[config.mk]
export PLATFORM = sky130hd
export DESIGN_NAME = dmem_arbiter
export DESIGN_NICKNAME = d
export VERILOG_FILES = /design/src/rtl/dmem_pkg.sv /design/src/rtl/rr_arb2.sv /design/src/rtl/dmem_arbiter.sv
export SDC_FILE = /design/constraint.sdc
export NUM_CORES = 1
export LEC_CHECK = 0
export ABC_AREA = 1
export CAP_MARGIN = 20
export CORE_AREA = 2 2 115 117
export CTS_CLUSTER_DIAMETER = 30
export DETAILED_ROUTE_END_ITERATION = 16
export DIE_AREA = 0 0 117 119
export HOLD_SLACK_MARGIN = 0.08
export MAX_ROUTING_LAYER = met4
export PLACE_DENSITY = 0.71
export SLEW_MARGIN = 20
export SYNTH_ARGS = -nofsm -noshare
export SYNTH_HDL_FRONTEND = slang
export SYNTH_HIERARCHICAL = 1
export SYNTH_SLANG_ARGS = --single-unit
[constraint.sdc]
create_clock -name clk -period 1.8 [get_ports clk]
set_input_delay 0.36 -clock clk [delete_from_list [all_inputs] [get_ports clk]]
set_output_delay 0.36 -clock clk [all_outputs]
set_load 0.01 [all_outputs]
[src/rtl/dmem_pkg.sv]
// Shared definitions for the data-memory arbiter and the data_memory it drives.
package dmem_pkg;

   localparam int DATA_W     = 32;
   localparam int DEPTH_LOG2 = 8;

   typedef enum logic [1:0] {
      IDLE  = 2'd0,
      ISSUE = 2'd1,
      DONE  = 2'd2
   } state_t;

endpackage

[src/rtl/rr_arb2.sv]
// Two-way round-robin pick: on a tie, the port that did not win last is granted.
module rr_arb2 (
   input  logic [1:0] elig,
   input  logic       last_winner,
   output logic       gnt_vld,
   output logic       gnt_id
);

   // Combinational pick; a lone eligible port always wins.
   always_comb begin
      gnt_vld = |elig;
      if (&elig) gnt_id = ~last_winner;
      else       gnt_id = elig[1];
   end

endmodule

[src/rtl/dmem_arbiter.sv]
// Round-robin arbiter and sequencer in front of the single-ported data_memory.
// One access per two cycles: ISSUE drives the strobes, DONE returns the ack.
module dmem_arbiter #(
   parameter int DATA_W     = dmem_pkg::DATA_W,
   parameter int ADDR_W     = 32,
   parameter int DEPTH_LOG2 = dmem_pkg::DEPTH_LOG2
) (
   input  logic              clk,
   input  logic              reset,
   input  logic              req0,
   input  logic [ADDR_W-1:0] addr0,
   input  logic [DATA_W-1:0] wdata0,
   input  logic              we0,
   input  logic              req1,
   input  logic [ADDR_W-1:0] addr1,
   input  logic [DATA_W-1:0] wdata1,
   input  logic              we1,
   output logic              ack0,
   output logic [DATA_W-1:0] rdata0,
   output logic              err0,
   output logic              ack1,
   output logic [DATA_W-1:0] rdata1,
   output logic              err1,
   output logic [ADDR_W-1:0] mem_addr,
   output logic [DATA_W-1:0] mem_wdata,
   output logic              mem_write,
   output logic              mem_read,
   input  logic [DATA_W-1:0] mem_rdata
);

   import dmem_pkg::*;

   state_t                  state;
   logic                    gnt_id;
   logic                    last_winner;
   logic [DEPTH_LOG2-1:0]   g_widx;
   logic [DATA_W-1:0]       g_wdata;
   logic                    g_we;
   logic                    g_err;

   logic [1:0]              elig;
   logic                    arb_vld;
   logic                    arb_id;
   logic [ADDR_W-1:0]       sel_addr;
   logic                    sel_err;
   logic                    in_done;
   logic                    rd_ok;

   // Eligibility: everyone in IDLE, everyone but the port being acked in DONE.
   always_comb begin
      elig = 2'b00;
      case (state)
         IDLE: elig = {req1, req0};
         DONE: begin
            elig         = {req1, req0};
            elig[gnt_id] = 1'b0;
         end
         default: elig = 2'b00;
      endcase
   end

   rr_arb2 u_arb (
      .elig        (elig),
      .last_winner (last_winner),
      .gnt_vld     (arb_vld),
      .gnt_id      (arb_id)
   );

   // Address check on the candidate winner: misaligned or beyond the memory depth.
   always_comb begin
      sel_addr = arb_id ? addr1 : addr0;
      sel_err  = (sel_addr[1:0] != 2'b00) | (|sel_addr[ADDR_W-1:DEPTH_LOG2+2]);
   end

   // Sequencer: latch the winner on entry to ISSUE, ack one cycle later.
   // last_winner only moves on a contested grant, so an uncontested
   // follow-up in DONE does not steal the next tie from the other port.
   always_ff @(posedge clk) begin
      if (reset) begin
         state       <= IDLE;
         last_winner <= 1'b1;
         gnt_id      <= 1'b0;
         g_widx      <= '0;
         g_wdata     <= '0;
         g_we        <= 1'b0;
         g_err       <= 1'b0;
      end else begin
         case (state)
            ISSUE: state <= DONE;
            default: begin
               if (arb_vld) begin
                  state   <= ISSUE;
                  gnt_id  <= arb_id;
                  if (&elig) last_winner <= arb_id;
                  g_widx  <= sel_addr[DEPTH_LOG2+1:2];
                  g_wdata <= arb_id ? wdata1 : wdata0;
                  g_we    <= arb_id ? we1 : we0;
                  g_err   <= sel_err;
               end else begin
                  state   <= IDLE;
               end
            end
         endcase
      end
   end

   // Memory side decodes straight from the latched request; reset kills the strobes.
   assign mem_addr  = {{(ADDR_W-DEPTH_LOG2){1'b0}}, g_widx};
   assign mem_wdata = g_wdata;
   assign mem_write = (state == ISSUE) & g_we  & ~g_err & ~reset;
   assign mem_read  = (state == ISSUE) & ~g_we & ~g_err & ~reset;

   // Requester side: only the granted port sees anything, and only in DONE.
   assign in_done = (state == DONE);
   assign rd_ok   = ~g_we & ~g_err;
   assign ack0    = in_done & ~gnt_id;
   assign ack1    = in_done &  gnt_id;
   assign err0    = ack0 & g_err;
   assign err1    = ack1 & g_err;
   assign rdata0  = (ack0 & rd_ok) ? mem_rdata : '0;
   assign rdata1  = (ack1 & rd_ok) ? mem_rdata : '0;

endmodule
==> flow_metrics.env, run 1 <==
export IMPL_final_util_pct=47.9
export IMPL_cpMaxStageDelayCell="dfxtp_4"
export IMPL_design_area_um2=6160
export IMPL_gp_congestion=0.762
export IMPL_m1WireLength_um=5420
export IMPL_synth_top_area_cell="dfxtp_1"
export IMPL_fin_ws_ps=-17.1
export IMPL_r2r_start="state[0]"
export IMPL_path_class="flip-flop to output pin"
export IMPL_cts_hold_buffers=0
export IMPL_synthTopCellsByCount="nand2_1 (107), nor2_1 (94), inv_1 (51), dfxtp_1 (46), a31oi_1 (41)"
export IMPL_final_instance_count_excl_fill=935
export IMPL_cts_root_buf="clkbuf_16"
export IMPL_crit_fanout=16
export IMPL_cts_tree="done"
export IMPL_synth_cell_types=26
export IMPL_synth_area_leaders="dfxtp_1 (32%), nand2_1 (14%), nor2_1 (12%)"
export IMPL_drt_initial_drc_count=107
export IMPL_required_ps=1440
export IMPL_grt_overflow_total=0
export IMPL_post_place_ws_ps=-356
export IMPL_grt_pass1_vias=3761
export IMPL_dr_pass1_iters=4
export IMPL_cts_num_sinks=46
export IMPL_worst_path_buf_inv=4
export IMPL_die_w_um=117
export IMPL_synth_edf_count=0
export IMPL_dr_wl_met2_um=6960
export IMPL_syn_area_um2=2860
export IMPL_whs_path_depth=2
export IMPL_viasPerCell=4.22
export IMPL_track_usage_pct=17.6
export IMPL_crit_family="buffers and inverters"
export IMPL_h_tree_depth=2
export IMPL_timing_fmax_mhz=550
export IMPL_cts_buffers=5
export IMPL_worstSkewPairLatency_ps=290
export IMPL_io_buffers=275
export IMPL_route_detailed_drc=0
export IMPL_core_area_um2=12900
export IMPL_hold_viol=0
export IMPL_grt_antenna_before_repair=0
export IMPL_dieArea_um2=13900
export IMPL_drive_above_1_share_pct=22.7
export IMPL_async_flop_share_pct=0
export IMPL_wl_met3_um=926
export IMPL_finalCritPeriodShare_pct=101
export IMPL_hp_class="flip-flop to flip-flop"
export IMPL_timing_rr_end="g_err"
export IMPL_initial_core_util_pct=22.2
export IMPL_cts_clk_slew_worst_paths_ps=60
export IMPL_synth_seq_area_share_pct=32.2
export IMPL_violations="setup timing"
export IMPL_wl_per_cell_um=14.4
export IMPL_yosys_warnings=6
export IMPL_ctsLongestPathBuffers=2
export IMPL_wirelength_um=13500
export IMPL_vdd_ir_drop_max_mv=0.453
export IMPL_powerDensity_nw_per_um2=658
export IMPL_synth_top_area_share_pct=32.2
export IMPL_synth_ff_type="dfxtp_1"
export IMPL_ys_seq_elements=46
export IMPL_synthCells=458
export IMPL_syn2layout_area_growth_pct=116
export IMPL_setup_viol=1
export IMPL_rows=42
export IMPL_fin_crit_ps=1820
export IMPL_rrSetupSlack_ps=40
export IMPL_avgSynthCellArea_um2=6.24
export IMPL_place_inst=906
export IMPL_top_layer="met4"
export IMPL_rr_worst_depth=11
export IMPL_crit_chain="buf_12 -> nor2_4 -> nand2_4 -> buf_12 -> buf_4 -> nor2_2 -> buf_2"
export IMPL_die_h_um=119
export IMPL_skew_ps=9.75
export IMPL_min_to="last_winner"
export IMPL_fill_cells=1327
export IMPL_tns_ps=-17.1
export IMPL_holdCritStartpoint="last_winner"
export IMPL_outcome="finished, violations left"
export IMPL_endpoint_kind="output pin"
export IMPL_grt_max_degree=44
export IMPL_p_leak_nw=2.91
export IMPL_finalNetCount=924
export IMPL_antenna_left=0
export IMPL_io_pins=300
export IMPL_n_antenna_cell=0
export IMPL_drv_cap=0
export IMPL_crit_path_frequent_cell="buf_12"
export IMPL_vias=3948
export IMPL_start_kind="flip-flop"
export IMPL_slew_violations=0
export IMPL_post_synth_top_count_cell="nand2_1"
export IMPL_worstPathArrival_ps=1460
export IMPL_hpwl_um=9380
export IMPL_rsz0062_at_grt="true"
export IMPL_grt_pass1_wl_um=18700
export IMPL_cpPeakStageDelay_ps=360
export IMPL_placed_cell_area_um2=5830
## cell families after synthesis
logic type / share of synthesized area, %
and+or+nand+nor: 30.7
buffers and inverters: 19.8
AOI/OAI and AO/OA: 17.1
DFF: 32.2
other: 0.131
## cell type report
cell class	instances	area (um^2)	share of cell area, %
repair buffers	322	3030	49.2
multi-input cells	330	1610	26.2
flip-flops and latches	46	927	15.0
well taps	176	220	3.57
inverters	53	204	3.31
clock buffers	5	125	2.03
clock inverters	3	43.8	0.711
## metal layers
metal / up-vias / global-route usage, %
met5: - / -
met4: 0 / 4.26
met3: 19 / 3.31
met2: 190 / 32.5
met1: 1742 / 19.1
li1: 1997 / -
## registers in the layout (all words and copies together), names as in the netlist
name         count
mem_wdata       32
g_widx           8
state            2
g_err            1
g_we             1
gnt_id           1
last_winner      1
## cells in the final DEF, fill, tap and decap left out, types with 8 or more instances in the layout
cell type / count
o21ai_0: 18
nand2_2: 17
clkbuf_2: 23
clkdlybuf4s50_1: 205
buf_4: 21
buf_12: 9
buf_2: 43
clkbuf_16: 8
inv_1: 49
dfxtp_1: 43
nor2_2: 8
nand2_1: 89
conb_1: 24
nor2_1: 80
a31oi_1: 41
o21ai_1: 23
buf_6: 11
## worst min-delay path, stage by stage, from the launching register on
cell and delay [ps]:
dfxtp_1 340, nand2_1 80, nand2_1 40
## per-stage QoR
step | hold slack (ps) | total power [mW]
detailed placement | 498 | 2.77
CTS | 510 | 3.94
floorplan | 426 | 1.94
global route | 538 | 4.30
finish | 506 | 4.06
global placement | 484 | 2.77
## worst max path at each step
stage                   from          to  slack, ps  cells after the start
CTS                   gnt_id  rdata0[29]       -140                      9
global route        state[0]       g_err       -100                     11
global placement        req1       g_err       -300                     11
detailed placement     reset    mem_read       -360                      5
floorplan           state[0]       g_err        190                     11
finish              state[0]  rdata0[29]        -20                      7
## where the power goes
group          leakage, nW  total, mW  switching, mW  internal (mW)
Clock               0.0842       1.08          0.417          0.659
Combinational         2.45       1.71          0.744          0.969
Sequential           0.383       1.27         0.0897           1.18
Total                 2.91       4.06           1.25           2.81
## timing repair
| item | CTS | global route |
|---|---|---|
| gates cloned | 4 | 7 |
| pin swaps | 11 | 12 |
| setup buffers | 5 | 8 |
| endpoints found under the setup margin | 112 | 106 |
| resized for setup | 235 | 93 |
No activity file was read; power rests on OpenSTA's default activity.
==> inputs of run 2 (changes only) <==
--- a/config.mk
+++ b/config.mk
@@ -8,7 +8,7 @@
 export ABC_AREA = 1
 export CAP_MARGIN = 20
 export CORE_AREA = 2 2 115 117
-export CTS_CLUSTER_DIAMETER = 30
+export CTS_CLUSTER_DIAMETER = 40
 export DETAILED_ROUTE_END_ITERATION = 16
 export DIE_AREA = 0 0 117 119
 export HOLD_SLACK_MARGIN = 0.08
==> results of run 2 <==
The final DEF is identical to that of run 1; final timing and power are the same.
